## src/rtl/alu_operand_stage.sv

```systemverilog
// Operand-issue stage feeding the ALU: selects A/B on capture, cleans shift amounts,
// and buffers up to two entries (main + skid) so backpressure never costs throughput.
module alu_operand_stage #(
    parameter int TAG_W       = 4,
    parameter int CHECK_SHIFT = 1
) (
    input  logic             clk,
    input  logic             reset,
    input  logic             flush,
    input  logic             in_valid,
    output logic             in_ready,
    input  logic [5:0]       in_alufun,
    input  logic [31:0]      in_rs,
    input  logic [31:0]      in_rt,
    input  logic [31:0]      in_imm,
    input  logic [4:0]       in_shamt,
    input  logic             in_srca,
    input  logic             in_srcb,
    input  logic [TAG_W-1:0] in_tag,
    output logic             out_valid,
    input  logic             out_ready,
    output logic [31:0]      A,
    output logic [31:0]      B,
    output logic [5:0]       ALUFun,
    output logic [TAG_W-1:0] out_tag,
    output logic             err_illegal,
    output logic [15:0]      issue_cnt
);

    logic             main_valid;
    logic             skid_valid;
    logic [31:0]      skid_a;
    logic [31:0]      skid_b;
    logic [5:0]       skid_fun;
    logic [TAG_W-1:0] skid_tag;

    logic [31:0] sel_a;
    logic [31:0] cap_a;
    logic [31:0] cap_b;
    logic        is_shift;
    logic        legal_shift;
    logic        illegal;
    logic        accept;
    logic        issue;

    assign in_ready  = ~skid_valid;
    assign out_valid = main_valid;
    assign accept    = in_valid & in_ready;
    assign issue     = main_valid & out_ready;

    // Shift ops only look at the low five bits of A, so keep the upper bits clean for the shifter.
    always_comb begin
        sel_a       = in_srca ? {27'b0, in_shamt} : in_rs;
        cap_b       = in_srcb ? in_imm : in_rt;
        is_shift    = (in_alufun[5:4] == 2'b10);
        legal_shift = (in_alufun == 6'b100000) || (in_alufun == 6'b100001) ||
                      (in_alufun == 6'b100011);
        illegal     = (CHECK_SHIFT != 0) && is_shift && !legal_shift;
        cap_a       = is_shift ? {27'b0, sel_a[4:0]} : sel_a;
    end

    always_ff @(posedge clk or negedge reset) begin
        if (!reset) begin
            main_valid  <= 1'b0;
            skid_valid  <= 1'b0;
            A           <= '0;
            B           <= '0;
            ALUFun      <= '0;
            out_tag     <= '0;
            skid_a      <= '0;
            skid_b      <= '0;
            skid_fun    <= '0;
            skid_tag    <= '0;
            err_illegal <= 1'b0;
            issue_cnt   <= '0;
        end else begin
            if (issue) begin
                issue_cnt <= issue_cnt + 16'd1;
            end
            if (flush) begin
                main_valid <= 1'b0;
                skid_valid <= 1'b0;
            end else begin
                if (accept && illegal) begin
                    err_illegal <= 1'b1;
                end
                // Skid can only be occupied while in_ready is low, so skid drain and accept never collide.
                if (issue) begin
                    if (skid_valid) begin
                        A          <= skid_a;
                        B          <= skid_b;
                        ALUFun     <= skid_fun;
                        out_tag    <= skid_tag;
                        skid_valid <= 1'b0;
                    end else if (accept) begin
                        A       <= cap_a;
                        B       <= cap_b;
                        ALUFun  <= in_alufun;
                        out_tag <= in_tag;
                    end else begin
                        main_valid <= 1'b0;
                    end
                end else if (accept) begin
                    if (!main_valid) begin
                        A          <= cap_a;
                        B          <= cap_b;
                        ALUFun     <= in_alufun;
                        out_tag    <= in_tag;
                        main_valid <= 1'b1;
                    end else begin
                        skid_a     <= cap_a;
                        skid_b     <= cap_b;
                        skid_fun   <= in_alufun;
                        skid_tag   <= in_tag;
                        skid_valid <= 1'b1;
                    end
                end
            end
        end
    end

endmodule

```

## config.mk

```make
export PLATFORM = sky130hd
export DESIGN_NAME = alu_operand_stage
export DESIGN_NICKNAME = d
export VERILOG_FILES = /design/src/rtl/alu_operand_stage.sv
export SDC_FILE = /design/constraint.sdc
export NUM_CORES = 1
export LEC_CHECK = 0
export CORE_ASPECT_RATIO = 0.75
export CORE_MARGIN = 8
export CORE_UTILIZATION = 43
export DETAILED_ROUTE_END_ITERATION = 10
export PLACE_DENSITY = 0.76
export SLEW_MARGIN = 30
export SYNTH_ARGS = -nofsm -noshare
export SYNTH_HDL_FRONTEND = slang
export SYNTH_SLANG_ARGS = --single-unit
```

## constraint.sdc

```tcl
create_clock -name clk -period 1.6 [get_ports clk]
set_input_delay 0.16 -clock clk [delete_from_list [all_inputs] [get_ports clk]]
set_output_delay 0.16 -clock clk [all_outputs]
set_load 0.01 [all_outputs]
```

==> qor.yml, run 1 <==
outcome:
  outcome: "complete, no violations"
clock_network:
  cts.sinks: 167
  h-tree-depth: 4
  cts_buffers: 17
  clk_pin_slew_ns: 0.06
  clk_path_buf_depth: 2
  cts_tree: "done"
  root_buffer: "clkbuf_16"
  clk_latency_ns: 0.42
synthesis:
  synth-warning-count: 0
  synth_cell_types: 35
  syn_area_um2: 7430
  yosys_most_used_dff: "dfrtp_1"
  synth_nets: 895
  ys_seq_area_share_pct: 56.3
  syn_area_per_cell_um2: 9.57
  ys_ff_latch: 167
  netlist.area_leader.share_pct: 56.3
  synth_cells: 776
  synthTopCellsByArea: "dfrtp_1 (56%), nand2_1 (9.2%), nor2_1 (5.3%)"
  yosysTopAreaCell: "dfrtp_1"
  async_flop_share_pct: 100
  yosysMostFrequentCell: "nand2_1"
  synth_edf_count: 0
  synth_common_cells: "nand2_1 (182), dfrtp_1 (167), nor2_1 (105)"
setup_path:
  r2r_slack_ns: 0.02
  ff2ff_path_depth: 5
  worstPathArrival_ns: 1.88
  crit_fanout: 16
  cp-start-kind: "flop"
  endpoint_kind: "flop"
  timing.rr.end: "A[13]$_DFFE_PN0P_"
  max_stage_delay_ns: 0.41
  r2r-start: "skid_valid$_DFFE_PN0P_"
  required_ns: 1.90
  critPathKind: "reg2reg"
  crit_path_top_delay_cell: "dfrtp_1"
  cp_cell_sequence: "nand2b_4 > a211o_4 > clkbuf_16 > a221oi_2 > nor2_1"
route:
  drt_iter0_markers: 496
  vias: 6341
  antenna_left: 0
  drt_wl_total_um: 20500
  viasPerCell: 5.14
  drc: 0
  wl_per_cell_um: 16.7
  first_pass_iters: 5
placement:
  dpl.hpwl_um: 14300
  place_congestion: 0.787
  io_buffers: 210
  place_inst: 1193
layout:
  drive_gt1_share_pct: 11.9
  regArea_um2: 4180
  stdcell_count: 1233
  diodes: 0
  finalNetCount: 1124
  n_fill_cell: 1333
  syn2layout_area_growth_pct: 46.9
  multi_input_area_um2: 2990
timing:
  setup_viol: 0
  min_period_ns: 1.58
  finalHoldViolCount: 0
  fmax_mhz: 632
  maxSlewViolCount: 0
  finalCritPeriodShare_pct: 98.8
  rsz0062_at_grt: "yes"
  worst_slew_pin_slew_ns: 0.445
  timing.hold.ws_ns: 0.227
  skew_ns: 0.0106
  slew_headroom_pct: 70.2
global_route:
  grt_overflow: 0
  gr-usage-all-layers_pct: 18.3
  grt_start_max_net_pins: 63
  antenna_found_initial: 0
  grt_pass1_vias: 6194
  grt_pass1_wl_um: 32000
floorplanning:
  die_h_um: 130
  io_pins: 211
  start_util_pct: 44.0
  coreArea_um2: 16900
  die_x_um: 168
  rows: 41
  die-area_um2: 21800
pwr:
  power_density_nw_per_um2: 1180
  power.internal_mw: 9.35
  p_leak_nw: 5.10
  peakVddDrop_v: 0.000592
  pwr-share-seq_pct: 43.2
  comb_power_share_pct: 23.4
  p_sw_mw: 3.56
  p_total_mw: 12.9
  sw_frac_of_total_pct: 27.5
  power_frac_clock_pct: 33.4
job:
  drv_cap: 0
hold_path:
  min_path_type: "in2async"
## layer usage
metal	routed length [um]	global-route usage, %	vias up	part of all wire, %
met5	0	0	-	0
met1	9370	24.0	3013	46
li1	-	-	3092	-
met2	9380	28.2	216	46
met4	216	5.81	0	1.1
met3	1580	6.40	20	7.7
## worst max path at each step
stage                                         from                     end  slack (ns)  cells after the start
final                       skid_valid$_DFFE_PN0P_       A[13]$_DFFE_PN0P_        0.02                      5
after global routing        skid_valid$_DFFE_PN0P_       A[27]$_DFFE_PN0P_       -0.04                      5
after CTS                 issue_cnt[9]$_DFFE_PN0N_            issue_cnt[9]       0.002                      1
after detailed placement                  in_valid       B[24]$_DFFE_PN0P_       -0.21                      6
after global placement                   out_ready  skid_b[30]$_DFFE_PN0P_       -0.18                      6
after floorplan             skid_valid$_DFFE_PN0P_       A[29]$_DFFE_PN0P_       0.007                      6
## registers in the layout (all words and copies together) (netlist names)
name / cells
skid_fun: 6
A: 32
B: 32
ALUFun: 6
err_illegal: 1
out_tag: 4
skid_tag: 4
skid_valid: 1
skid_a: 32
skid_b: 32
issue_cnt: 16
out_valid: 1
## final cells by class
class | count | share of cell area (%)
flip-flops and latches | 167 | 38.3
multi-input cells | 550 | 27.4
repair buffers | 265 | 25.9
clock buffers | 22 | 4.44
well taps | 215 | 2.47
clock inverters | 10 | 1.31
inverters | 4 | 0.138
## cells by family after synthesis
family,share of synthesized area [%]
buffers and inverters,4.51
XOR/XNOR,1.77
adder cells (fa/ha/maj),0.168
multiplexers,5.14
flip-flops,56.3
AO/OA/AOI/OAI,13.3
AND/OR/NAND/NOR,18.9
## metrics by stage
stage / area, um^2 / setup TNS (ns) / worst slack [ns] / utilization (%)
after floorplan: 7430 / 0 / 0.00730 / -
after global placement: 10100 / -21.94 / -0.180 / 59.7
after detailed placement: 10100 / -26.52 / -0.210 / 59.7
after CTS: 10700 / 0 / 0.00183 / 63.6
after global routing: 10900 / -0.778 / -0.0426 / 64.6
final: 10900 / 0 / 0.0189 / 64.6
## cell usage in the layout, fill, tap and decap left out, types with 3 or more instances in the layout
| cell type | netlist | layout |
|---|---|---|
| nand3_1 | 34 | 34 |
| nand2_1 | 182 | 181 |
| clkinv_4 | 0 | 3 |
| clkbuf_16 | 0 | 20 |
| dlymetal6s2s_1 | 0 | 4 |
| clkdlybuf4s50_1 | 0 | 200 |
| bufinv_16 | 0 | 3 |
| a21oi_1 | 39 | 39 |
| nand4_1 | 3 | 3 |
| o21ai_0 | 38 | 37 |
| o21ai_2 | 6 | 7 |
| nor2_1 | 105 | 104 |
| clkbuf_8 | 0 | 4 |
| o21ai_1 | 32 | 32 |
| buf_4 | 2 | 30 |
| xor2_1 | 5 | 5 |
| buf_12 | 0 | 18 |
| a221oi_1 | 18 | 11 |
| a31oi_1 | 10 | 10 |
| a221oi_2 | 9 | 16 |
| inv_1 | 4 | 4 |
| mux2i_1 | 37 | 37 |
| dfrtp_1 | 167 | 167 |
| xnor2_1 | 10 | 10 |
| nor3_1 | 4 | 4 |
| dlygate4sd2_1 | 0 | 4 |
## timing repair
action,4_1_cts,5_1_grt
endpoints found under the hold margin,61,0
hold buffers,1,0
endpoints found under the setup margin,6,77
pin swaps,0,3
gates cloned,0,3
gates resized for setup,7,15
buffers inserted,1,3
## worst max-delay path: cells and delay by family (launching register included)
kind	cells	cell delay [ns]
DFF	1	0.41
AOI/OAI and AO/OA	2	0.59
and+or+nand+nor	2	0.25
buffers and inverters	1	0.21
## power by group through the flow
stage / registers [mW] / logic (mW) / clock network, mW
2_1_floorplan: 5.77 / 1.02 / 0
3_3_place_gp: 5.61 / 2.88 / 0
3_5_place_dp: 5.64 / 2.95 / 0
4_1_cts: 5.57 / 2.98 / 4.40
5_1_grt: 5.67 / 3.32 / 4.57
6_report: 5.58 / 3.02 / 4.31
No activity file was read; power rests on OpenSTA's default activity.
==> inputs of run 2 (changes only) <==
--- a/config.mk
+++ b/config.mk
@@ -10,6 +10,7 @@
 export CORE_UTILIZATION = 43
 export DETAILED_ROUTE_END_ITERATION = 10
 export PLACE_DENSITY = 0.76
+export SKIP_LAST_GASP = 1
 export SLEW_MARGIN = 30
 export SYNTH_ARGS = -nofsm -noshare
 export SYNTH_HDL_FRONTEND = slang
==> run 2 against run 1 <==
Setup slack got worse by 0.0024 ns. Die area did not move. Core utilization rose by 0.081 points. Final cell count rose by 0.16%. Via count fell by 0.82%. Sequential power barely moved. Non-clock buffer count rose by 2. First-iteration DRC count fell by 6.9%. Register-to-register slack barely moved. Flip-flop and latch count did not move. Global-route usage did not move. Clock-buffer cell count did not move. Critical path type unchanged. Largest power group unchanged.
==> qor.yml, run 2 (synthesis gave the netlist of run 1 again) <==
outcome:
  outcome: "complete, no violations"
clock_network:
  clk_latency_ns: 0.42
  cts_buffers: 17
  root_buffer: "clkbuf_16"
  h-tree-depth: 4
  cts_tree: "done"
  clk_pin_slew_ns: 0.06
  clk_path_buf_depth: 2
  cts.sinks: 167
placement:
  placed_area_um2: 10100
  dpl.hpwl_um: 14300
  io_buffers: 210
  place_congestion: 0.787
layout:
  regArea_um2: 4180
  diodes: 0
  syn2layout_area_growth_pct: 47.1
  final_cell_mix: "clkdlybuf4s50_1 (200), nand2_1 (182), dfrtp_1 (167)"
  multi_input_area_um2: 2990
  design_area_um2: 10900
  n_fill_cell: 1331
  drive_gt1_share_pct: 11.9
  final_common_cell: "clkdlybuf4s50_1"
  fin_util_pct: 64.7
  finalNetCount: 1126
pwr:
  peakVddDrop_v: 0.000592
  p_total_mw: 12.9
  power_density_nw_per_um2: 1180
  p_leak_nw: 5.11
setup_path:
  crit_fanout: 16
  crit_path_top_delay_cell: "dfrtp_1"
  critPathKind: "reg2reg"
  cp_cell_sequence: "nand2b_4 > a211o_4 > clkbuf_16 > a221oi_2 > nor2_1"
  required_ns: 1.90
  endpoint_kind: "flop"
  max_stage_delay_ns: 0.41
  cp-start-kind: "flop"
  worstPathArrival_ns: 1.89
floorplanning:
  die_h_um: 130
  io_pins: 211
  die-area_um2: 21800
  die_x_um: 168
  coreArea_um2: 16900
  start_util_pct: 44.0
  rows: 41
hold_path:
  min_path_type: "in2async"
timing:
  finalCritPeriodShare_pct: 99.0
  worst_slew_pin_slew_ns: 0.444
  min_period_ns: 1.58
  maxSlewViolCount: 0
  rsz0062_at_grt: "yes"
  skew_ns: 0.00948
  slew_headroom_pct: 70.3
  fmax_mhz: 632
  timing.hold.ws_ns: 0.223
  finalHoldViolCount: 0
  setup_viol: 0
global_route:
  grt_pass1_vias: 6194
  gr-usage-all-layers_pct: 18.3
  grt_pass1_wl_um: 32000
  grt_overflow: 0
  antenna_found_initial: 0
  grt_start_max_net_pins: 63
route:
  drc: 0
  first_pass_iters: 5
  drt_wl_total_um: 20600
  drt_iter0_markers: 462
  antenna_left: 0
  viasPerCell: 5.09
  wl_per_cell_um: 16.7
  vias: 6289
job:
  drv_cap: 0
==> run 2: final timing paths <==
path,startpoint,endpoint,slack (ns),depth (start not counted)
min in group clk,in_srcb,skid_b[15]$_DFFE_PN0P_,0.26,3
max reg2reg,skid_valid$_DFFE_PN0P_,A[13]$_DFFE_PN0P_,0.02,5
max,skid_valid$_DFFE_PN0P_,A[13]$_DFFE_PN0P_,0.02,5
max in group asynchronous,reset,A[23]$_DFFE_PN0P_,0.77,3
min reg2reg,issue_cnt[15]$_DFFE_PN0N_,issue_cnt[15]$_DFFE_PN0N_,0.47,1
min,reset,issue_cnt[12]$_DFFE_PN0N_,0.22,2
==> run 2: area by class of cell <==
type | instances | area share (%)
Clock inverter | 10 | 1.31
Clock buffer | 22 | 4.43
Timing Repair Buffer | 267 | 26.1
Inverter | 4 | 0.137
Sequential cell | 167 | 38.3
Tap cell | 215 | 2.46
Multi-Input combinational cell | 550 | 27.3
==> run 2: power breakdown <==
part,total [mW],internal (mW),switching (mW)
clock network,4.32,2.63,1.69
registers,5.58,5.07,0.509
logic,3.01,1.65,1.36
total,12.9,9.35,3.56
==> run 2: routing by layer <==
metal | vias up | GRT usage (%) | wire, um
met1 | 2984 | 24.0 | 9250
met2 | 198 | 28.2 | 9510
met5 | - | 0 | 0
met3 | 10 | 6.40 | 1680
met4 | 0 | 5.81 | 155
li1 | 3097 | - | -
==> run 2: critical path, delay by kind of cell, from the launching register on <==
kind	cells	cell delay, ns
buffers and inverters	1	0.21
DFF	1	0.41
AOI/OAI and AO/OA	2	0.59
and+or+nand+nor	2	0.25
==> run 2: repair_timing <==
item / CTS / global route
resized for setup: 6 / 15
hold buffers: 1 / 0
buffers inserted: 1 / 4
setup endpoints to repair: 6 / 77
pin swaps: 0 / 2
hold endpoints to repair: 61 / 0
gates cloned: 0 / 4
==> run 2: metrics by stage <==
step	cells	worst slack, ns	TNS, ns
final	1235	0.0165	0
after global routing	1235	-0.0426	-0.918
after CTS	1227	-0.00169	-0.00169
after detailed placement	1193	-0.210	-26.52
after global placement	1193	-0.180	-21.94
after floorplan	776	0.00730	0
